$ cat config.mk
export PLATFORM = sky130hd
export DESIGN_NAME = overlay_writer
export DESIGN_NICKNAME = d
export VERILOG_FILES = /design/src/rtl/overlay_writer.sv
export SDC_FILE = /design/constraint.sdc
export NUM_CORES = 1
export LEC_CHECK = 0
export ABC_AREA = 1
export BUFFER_PORTS_ARGS = -buffer_cell sky130_fd_sc_hd__buf_2
export CAP_MARGIN = 20
export CORE_UTILIZATION = 60
export CTS_BUF_LIST = sky130_fd_sc_hd__clkbuf_4 sky130_fd_sc_hd__clkbuf_8
export DETAILED_ROUTE_END_ITERATION = 8
export PLACE_DENSITY_LB_ADDON = 0.25
export REMOVE_ABC_BUFFERS = 1
export SLEW_MARGIN = 40
export SYNTH_ARGS = -nofsm -noshare
export SYNTH_HDL_FRONTEND = slang
export SYNTH_SLANG_ARGS = --single-unit
$ cat constraint.sdc
create_clock -name clock -period 4.9 [get_ports clock]
set_input_delay 0 -clock clock [delete_from_list [all_inputs] [get_ports clock]]
set_output_delay 0 -clock clock [all_outputs]
set_load 0.005 [all_outputs]
$ cat src/rtl/overlay_writer.sv
// Overlay write-stream consumer: start/done pass handshake plus a beat FIFO feeding a byte-masked
// frame-buffer write port. Define OVERLAY_WRITER_STATS_EN to add per-pass write statistics.
module overlay_writer #(
   parameter int unsigned FIFO_DEPTH     = 8,
   parameter int unsigned MEM_ADDR_WIDTH = 18,
   parameter int unsigned FRAME0_BASE    = 0,
   parameter int unsigned FRAME1_BASE    = 120000
) (
   input  logic                      clock,
   input  logic                      reset,
   input  logic                      trigger,
   output logic                      busy,
   output logic                      start,
   input  logic                      start_ack,
   input  logic                      done,
   output logic                      done_ack,
   input  logic [53:0]               din,
   input  logic                      din_valid,
   output logic                      din_ready,
   output logic                      mem_valid,
   input  logic                      mem_ready,
   output logic [MEM_ADDR_WIDTH-1:0] mem_addr,
   output logic [31:0]               mem_wdata,
   output logic [3:0]                mem_wmask
`ifdef OVERLAY_WRITER_STATS_EN
   ,
   output logic [16:0]               pass_beats,
   output logic                      pass_valid
`endif
);

   localparam int unsigned PTR_W = $clog2(FIFO_DEPTH);
   localparam int unsigned CNT_W = PTR_W + 1;
   localparam logic [CNT_W-1:0] FULL_CNT = CNT_W'(FIFO_DEPTH);
   localparam logic [MEM_ADDR_WIDTH-1:0] BASE0 = MEM_ADDR_WIDTH'(FRAME0_BASE);
   localparam logic [MEM_ADDR_WIDTH-1:0] BASE1 = MEM_ADDR_WIDTH'(FRAME1_BASE);

   typedef enum logic [2:0] {StIdle, StStart, StRun, StDrain, StAck} state_t;

   state_t           state;
   logic [53:0]      fifo_mem [FIFO_DEPTH];
   logic [PTR_W-1:0] wr_ptr;
   logic [PTR_W-1:0] rd_ptr;
   logic [CNT_W-1:0] count;
   logic             push;
   logic             pop;
   logic [53:0]      head;

   // Fullness alone gates the push, so a same-cycle pop never frees a slot early.
   assign din_ready = (count != FULL_CNT);
   assign mem_valid = (count != '0);
   assign push      = din_valid & din_ready;
   assign pop       = mem_valid & mem_ready;

   assign head      = fifo_mem[rd_ptr];
   assign mem_wmask = head[53:50];
   assign mem_wdata = head[31:0];
   assign mem_addr  = (head[49] ? BASE1 : BASE0) + MEM_ADDR_WIDTH'(head[48:32]);

   always_ff @(posedge clock) begin
      if (push) begin
         fifo_mem[wr_ptr] <= din;
      end
   end

   always_ff @(posedge clock) begin
      if (reset) begin
         wr_ptr <= '0;
         rd_ptr <= '0;
         count  <= '0;
      end else begin
         if (push) begin
            wr_ptr <= wr_ptr + PTR_W'(1);
         end
         if (pop) begin
            rd_ptr <= rd_ptr + PTR_W'(1);
         end
         if (push && !pop) begin
            count <= count + CNT_W'(1);
         end else if (pop && !push) begin
            count <= count - CNT_W'(1);
         end
      end
   end

   always_ff @(posedge clock) begin
      if (reset) begin
         state    <= StIdle;
         start    <= 1'b0;
         done_ack <= 1'b0;
         busy     <= 1'b0;
      end else begin
         done_ack <= 1'b0;
         unique case (state)
            StIdle: begin
               if (trigger) begin
                  state <= StStart;
                  start <= 1'b1;
                  busy  <= 1'b1;
               end
            end
            StStart: begin
               if (start_ack) begin
                  state <= StRun;
                  start <= 1'b0;
               end
            end
            StRun: begin
               if (done) begin
                  state <= StDrain;
               end
            end
            StDrain: begin
               // Empty FIFO means nothing is left on the memory port either.
               if (!mem_valid) begin
                  state    <= StAck;
                  done_ack <= 1'b1;
               end
            end
            StAck: begin
               state <= StIdle;
               busy  <= 1'b0;
            end
            default: begin
               state <= StIdle;
               start <= 1'b0;
               busy  <= 1'b0;
            end
         endcase
      end
   end

`ifdef OVERLAY_WRITER_STATS_EN
   logic [16:0] beat_cnt;

   always_ff @(posedge clock) begin
      if (reset) begin
         beat_cnt   <= '0;
         pass_beats <= '0;
         pass_valid <= 1'b0;
      end else begin
         pass_valid <= 1'b0;
         if (state == StIdle && trigger) begin
            beat_cnt <= '0;
         end else if (state != StIdle && pop) begin
            beat_cnt <= beat_cnt + 17'd1;
         end
         // Published on entry to ACK so pass_valid coincides with done_ack.
         if (state == StDrain && !mem_valid) begin
            pass_beats <= beat_cnt;
            pass_valid <= 1'b1;
         end
      end
   end
`else
   // Statistics build option off: no pass counter or stats outputs.
`endif

endmodule

# Yosys cells after proc, flatten, opt, wreduce, memory -nomap -nowiden
# Memory sizes are Yosys's and may differ from the RTL's. A register that Yosys moved wholly into a read port is not among the register bits.
# Cells that the tools add are included.
# word_totals
regBits	16
ramBits	432
input_bits	61
word_cells	57
memories	1
# memory_table
name	words	width	rd	rd_ports_with_merged_regs	write_ports	line_no	text
fifo_mem	8	54	1	1	1	41	logic [53:0] fifo_mem [FIFO_DEPTH];
# classes
add_sub_neg	5
eq_ne	9
muxes	17
bitwise	5
n_reduce_logical	13
# ops
cell	n
17-bit by 17-bit adder with 18-bit output	1
3-bit 2-to-1 mux	6
17-bit 2-to-1 mux	1
3-bit one-hot mux with 4 select lines	1
4-bit 2-to-1 mux	2
2-bit != test, second input constant	4
3-bit by 1-bit adder with 3-bit output, second input constant	2
3-bit by 2-bit equality test with 1-bit output, second input constant	2
3-bit OR reduction	2
1-bit 2-to-1 mux	5
4-bit by 1-bit adder with 4-bit output, second input constant	1
4-bit != test, second input constant	1
4-bit AND reduction	1
4-bit nonzero test	1
4-bit by 1-bit subtractor with 4-bit output, second input constant	1
3-bit by 1-bit equality test with 1-bit output, second input constant	1
3-bit equality test, second input constant	1
3-bit logical NOT	1
1-bit NOT	3
1-bit one-hot mux with 3 select lines	1
3-bit AND reduction	1
1-bit bitwise AND	2
1-bit logical AND	2
1-bit logical NOT	2
other kinds (4)	4

# Longest topological paths before layout
# Gate-level depths: netlist of the first run.
# logic_depth
depth_word	6
ltp_mapped	18

# Least setup slack after synthesis of the first run
# No wires, ideal clock.
# synth_timing
path_kind	flip-flop to flip-flop
from	reg count[0]
to	mem fifo_mem[0][0], enable pin
setup_time_ns	0.466
t_arrival_ns	3.140
path_slack_ns	1.294
path_stages_with_launch	7
path_buffers	0
cell_sequence	dfxtp_1 nor2_1 nand3_1 nand2_1 inv_1 nand2_1 nor2_1
# synth_between
elab_chain_len	4
# synth_lines
element	line_no	text
from (decl)	44	logic [CNT_W-1:0] count;
from (signal assigned)	79	count <= count + CNT_W'(1);
from (signal assigned)	81	count <= count - CNT_W'(1);
4-bit != test	50	assign din_ready = (count != FULL_CNT);
named net din_ready	19	output logic din_ready,
1-bit bitwise AND	52	assign push = din_valid & din_ready;
named net push	45	logic push;
1-bit 2-to-1 mux	61	if (push) begin
1-bit 2-to-1 mux (implied by the code)	62	fifo_mem[wr_ptr] <= din;
to (decl)	41	
# The timed path passes the listed nets, and every way through them passes these cells.

==> results of run 1 <==
sequential cells by signal (all words and copies together) (netlist names), named ones only:
name      cells
state         3
done_ack      1
start         1
rd_ptr        3
wr_ptr        3
fifo_mem    432
count         4
busy          1
critical path: stages, from the launching register on:
cell	delay, ns
dfxtp_4	0.53
inv_6	0.60
o21ai_0	0.16
o22ai_1	0.14
inv_1	0.07
o21ai_1	0.48
ha_1	0.28
inv_1	0.06
fa_1	0.55
inv_1	0.11
nand3_1	0.13
nand2_1	0.10
nand2_1	0.05
nand2_1	0.05
buf_2	0.10
worst paths after layout:
path | from | to | slack [ns] | cells past startpoint
worst max-delay path | flip-flop | mem_addr[16] | 0.88 | 14
worst min-delay path | din[19] | fifo_mem[4][19] | 0.22 | 2
worst max register to register | count[0] | fifo_mem[6][46] | 2.10 | 7
worst min register to register | start | start | 0.46 | 2
area by class of cell:
| class | count | area share [%] |
|---|---|---|
| well taps | 390 | 2.30 |
| clock inverters | 19 | 0.514 |
| multi-input cells | 873 | 20.0 |
| diodes | 1 | 0.0118 |
| inverters | 65 | 1.19 |
| flip-flops and latches | 451 | 63.1 |
| clock buffers | 103 | 5.75 |
| repair buffers | 208 | 7.16 |
power groups by stage:
stage | registers [W] | logic, W | clock network, W
after floorplan | 0.00479 | 0.00181 | 0
after global placement | 0.00472 | 0.00283 | 0
after detailed placement | 0.00473 | 0.00293 | 0
after CTS | 0.00466 | 0.00299 | 0.00302
after global routing | 0.00468 | 0.00338 | 0.00318
final | 0.00465 | 0.00300 | 0.00298
stage by stage:
| stage | hold slack, ns | cell area, sq um |
|---|---|---|
| floorplan | 0.0691 | 17800 |
| global placement | 0.263 | 19100 |
| detailed placement | 0.269 | 19200 |
| CTS | 0.195 | 21200 |
| global route | 0.216 | 21200 |
| finish | 0.218 | 21200 |
layer usage:
layer  vias up  GRT usage [%]
met5         -              0
met4         0           8.15
met1      5837           35.7
li1       5660              -
met3        62           4.61
met2       491           42.4
timing repair:
| action | CTS | global route |
|---|---|---|
| hold buffers | 61 | 0 |
| hold endpoints to repair | 451 | 0 |
| resized for setup | 0 | 0 |
cells by family (layout without fill, tap and decap cells):
family,Yosys count,count (layout)
AND/OR/NAND/NOR,522,522
flip-flops,451,451
AO/OA/AOI/OAI,331,331
buffers and inverters,146,395
adder cells (fa/ha/maj),14,14
XOR/XNOR,6,6
other,0,1
cells in the final DEF, fill, tap and decap left out, drive strengths merged, types with 14 or more instances in the layout:
cell type,instances
a31oi,48
nand2,104
nand3,33
nor2,377
o22ai,53
clkinv,14
dfxtp,19
edfxtp,432
buf,146
a21oi,17
dlygate4sd3,61
o21ai,211
clkbuf,104
inv,68
==> impl_results.md, run 1 <==
- Final hold vios: 0
- Fin util: 71.3%
- Syn avg cell area: 12.4 sq um
- Post-Synth Adder-Cell Area: 1.05%
- Clock Tree Root: clkbuf_8
- Final slew viol count: 0
- Row cnt: 63
- Clock transition at path regs: 0.06 ns
- Ys async rst share: 0%
- Post-placement cell count: 1,925
- Slew at the pin with the worst max-slew slack: 0.834 ns
- Minimum clock period after layout: 4.02 ns
- Post-synthesis compound-gate area fraction: 9.89%
- Synth Warn #: 0
- Startpoint types: flip-flop
- Top Metal Used: met4
- First-pass GRT wire length: 62,200 um
- Synthesis-to-layout area growth: 16.4%
- Clock Latency Late Sink: 0.58 ns
- Die area: 0.0310 sq mm
- Die Span Y: 176 um
- Max cap viols: 0
- Worst slew margin: 44.4%
- Most frequent cell after synthesis: edfxtp_1
- Multiplexer share of the synthesized area: 0%
- Setup WS post-layout: 0.880 ns
- Setup_tns: 0 ns
- Synthesized instance count: 1,470
- Cell taking the most area after synthesis: edfxtp_1
- Fin crit share: 82.0%
- Largest family of logic cells by synthesized area: simple AND/OR/NAND/NOR gates
- Wirelength per Cell: 18.6 um
- Synth Cell Area: 0.0182 sq mm
- Most frequent cells after synthesis: 432 x edfxtp_1, 373 x nor2_1, 209 x o21ai_0, 93 x nand2_1, 61 x inv_1
- Largest net degree at the start of global routing: 114
- Core area: 0.0297 sq mm
- DRT antenna net count: 0
- Routed met3 length: 2980 um
- Port buffer count: 119
- Post-synthesis simple-gate area fraction: 11.7%
- Met2 WL: 19,400 um
- # IOs: 120
- Post-synth EDFFs: 432
- Peak Freq: 0.249 GHz
- WL final: 39,300 um
- Post-synthesis cell type count: 32
- P_int: 0.00718 W
- Final instance count without filler cells: 2,110
- RSZ-0062 raised after global routing: false
- Vias in the first global route: 11,800
- Clock skew: 0.0228 ns
- Hold Path Class: in2reg
- CTS tree: yes
- Die X: 176 um
- Pre-CTS WS: 1.47 ns
- Dominant synthesized flop cell: edfxtp_1
- Htree depth: 3
- Initial antenna violation count: 1
- Switching Share: 32.5%
- Wire length on met1: 16,300 um
- Synth top area share: 71.3%
- Final setup vio count: 0
- All-layer global routing usage: 25.9%
- Critical Path RT: 4.90 ns
- Yosys reg bits: 451
- Initial Util: 61.2%
- Post-DP HPWL: 21,500 um
- Post-synthesis xor/xnor area fraction: 0.289%
- Leakage: 7.67 nW
- Clock Sinks: 451
- Layout cells sized above 1: 17.6%
- Largest cells by area after synthesis: edfxtp_1 71%, nor2_1 7.7%, o21ai_0 5.8%
- Flop pwr share: 43.8%
- DRC violations left: 0
- Total area of sequential cells: 0.0134 sq mm
- Grt total ovfl: 0
- # Post-CTS Setup Buffers: 0
- GPL Wtd Cong: 0.865
- Switching power: 0.00346 W
- Sequential-to-total area share from yosys stat: 73.4%
- Critical path type: reg2out
- DR vias: 12,100
- IR drop worst, VDD: 0.000310 V
- Critical Path Sink Type: output pin
- Initial DRC count: 1,152
- Status: finished clean
- Clock Tree Buf Depth: 3
- Drt first pass iters: 7
- Pwr dens: 502 mW/mm^2
- Design Power: 0.0106 W
- Via density: 5.71
- Arr. time, crit path: 4.02 ns
- Layout net count: 1,743
- Comb pwr share: 28.2%
- Worst-path maximum fanout: 106
- Clock power share: 28.0%
- Fillers: 1,972
- CTS buffer count: 69
- Multi-input gate area: 0.00423 sq mm
Note: power is estimated with default switching activity, not from simulation.
==> run 2, diff against run 1 <==
--- a/config.mk
+++ b/config.mk
@@ -8,7 +8,7 @@
 export ABC_AREA = 1
 export BUFFER_PORTS_ARGS = -buffer_cell sky130_fd_sc_hd__buf_2
 export CAP_MARGIN = 20
-export CORE_UTILIZATION = 60
+export CORE_UTILIZATION = 57
 export CTS_BUF_LIST = sky130_fd_sc_hd__clkbuf_4 sky130_fd_sc_hd__clkbuf_8
 export DETAILED_ROUTE_END_ITERATION = 8
 export PLACE_DENSITY_LB_ADDON = 0.25
==> constraint.sdc (replaced) <==
create_clock -name clock -period 3.4 [get_ports clock]
set_input_delay 0 -clock clock [delete_from_list [all_inputs] [get_ports clock]]
set_output_delay 0 -clock clock [all_outputs]
set_load 0.005 [all_outputs]
==> run 2 against run 1 <==
Cell count rose by 0.95%. Worst setup slack worse by 0.72 ns. Critical path type unchanged. Global-route usage decreased by 1.7 points. Via count decreased by 0.54%. Clock power increased by 55%. Design area increased by 0.91%. Register-to-register slack got worse by 0.99 ns. Sequential cell count unchanged. Largest cell class unchanged. Combinational power is 48% higher. Sequential power increased by 43%. Die area rose by 5.2%.
==> impl_results.md, run 2 (synthesis results as in run 1) <==
- Arr. time, crit path: 3.24 ns
- Via density: 5.63
- Vias in the first global route: 11,700
- Most flop-heavy register: fifo_mem
- Switching Share: 32.2%
- P_int: 0.0106 W
- Drt first pass iters: 7
- Clock skew: 0.0268 ns
- Pwr dens: 734 mW/mm^2
- Final Cell Area: 0.0214 sq mm
- Critical path type: reg2out
- Worst slew margin: 48.1%
- Final instance count without filler cells: 2,130
- RSZ-0062 raised after global routing: true
- Layout cells sized above 1: 18.2%
- IR drop worst, VDD: 0.000378 V
- Minimum clock period after layout: 3.24 ns
- Initial antenna violation count: 2
- Die area: 0.0326 sq mm
- Slew at the pin with the worst max-slew slack: 0.779 ns
- Switching power: 0.00505 W
- Final slew viol count: 0
- Post-placement cell count: 1,935
- Max cap viols: 0
- DRT antenna net count: 0
- CTS buffer count: 73
- Top Metal Used: met4
- Row cnt: 65
- Largest net degree at the start of global routing: 113
- Wire length on met1: 17,100 um
- DRC violations left: 0
- Clock Latency Late Sink: 0.61 ns
- Most common cell after layout, fill and taps aside: edfxtp_1
- CTS tree: yes
- # IOs: 120
- Synthesis-to-layout area growth: 17.5%
- Peak Freq: 0.309 GHz
- Critical Path Sink Type: output pin
- All-layer global routing usage: 24.2%
- Clock Sinks: 451
- Core area: 0.0315 sq mm
- GPL Wtd Cong: 0.859
- Max FFs per register: 432
- Placed cell area: 0.0192 sq mm
- Port buffer count: 119
- Worst-path maximum fanout: 58
- Initial DRC count: 1,030
- Fin crit share: 95.3%
- Met2 WL: 19,000 um
- Die X: 181 um
- First-pass GRT wire length: 61,300 um
- Wirelength per Cell: 18.5 um
- Routed met3 length: 2270 um
- Layout net count: 1,746
- Clock Tree Root: clkbuf_8
- Final hold vios: 0
- Leakage: 7.74 nW
- Most frequent cells in the layout: 432 x edfxtp_1, 365 x nor2_1, 209 x o21ai_0
- Critical Path RT: 3.40 ns
- Initial Util: 57.8%
- Top flop regs: fifo_mem (432), count (4)
- Die Span Y: 181 um
- Clock power share: 29.4%
- WL final: 39,300 um
- Clock transition at path regs: 0.06 ns
- DR vias: 12,000
- Grt total ovfl: 0
- Flop pwr share: 42.3%
- Hold Path Class: in2reg
- Htree depth: 3
- Comb pwr share: 28.4%
- Final setup vio count: 0
- Clock Tree Buf Depth: 3
- Status: finished clean
- Startpoint types: flip-flop
- Post-DP HPWL: 20,300 um
run 2: worst paths after layout:
check                 start  cells after the start               to  slack (ns)
setup / recovery  flip-flop                     14     mem_addr[12]        0.16
hold / removal    start_ack                      7         state[1]        0.04
setup reg to reg   count[0]                      7  fifo_mem[7][35]        1.11
hold reg to reg   rd_ptr[0]                      1        rd_ptr[0]        0.49
run 2: area by class of cell:
| class | instances | area [sq um] |
|---|---|---|
| diodes | 2 | 5.00 |
| clock buffers | 111 | 1330 |
| clock inverters | 19 | 130 |
| fillers | 2296 | 10100 |
| inverters | 65 | 267 |
| multi-input cells | 873 | 4230 |
| flip-flops and latches | 451 | 13400 |
| well taps | 402 | 503 |
| repair buffers | 207 | 1550 |
run 2: per-layer routing:
layer	vias to the layer above	GRT usage, %
met5	-	0
met4	0	10.1
met3	78	4.28
met2	377	39.3
met1	5865	32.5
li1	5665	-
run 2: through the flow:
stage	setup TNS (ns)	worst slack, ns	utilization, %	total power (W)	hold WS, ns
6_report	0	0.159	67.9	0.0157	0.0356
5_1_grt	-0.0334	-0.0287	67.9	0.0166	0.118
4_1_cts	0	0.0276	67.8	0.0157	0.00207
3_5_place_dp	0	0.573	61.1	0.0111	0.273
3_3_place_gp	0	0.668	61.1	0.0109	0.266
2_1_floorplan	-233.67	-3.80	-	0.00951	0.0691
run 2: repair_timing:
action                                  CTS  global route
hold buffers                             61             0
endpoints found under the setup margin    5             7
resized for setup                         5             5
setup buffers                             0             2
hold endpoints to repair                451             0
run 2: power by group through the flow:
| stage | sequential (W) | clock (W) | combinational (W) |
|---|---|---|---|
| finish | 0.00663 | 0.00461 | 0.00445 |
| global placement | 0.00676 | 0 | 0.00418 |
| CTS | 0.00667 | 0.00468 | 0.00439 |
| global route | 0.00667 | 0.00494 | 0.00496 |
| floorplan | 0.00690 | 0 | 0.00261 |
| detailed placement | 0.00678 | 0 | 0.00429 |
run 2: worst max-delay path, stage by stage (launching register included):
cell and delay, ns:
dfxtp_4 0.43, clkinv_8 0.20, o21ai_0 0.12, o22ai_1 0.12, inv_1 0.05, o21ai_1 0.12
buf_4 0.18, ha_1 0.17, inv_1 0.06, fa_1 0.54, nor3_2 0.27, nor2_1 0.07
nand2_1 0.09, nand2_1 0.07, buf_2 0.13
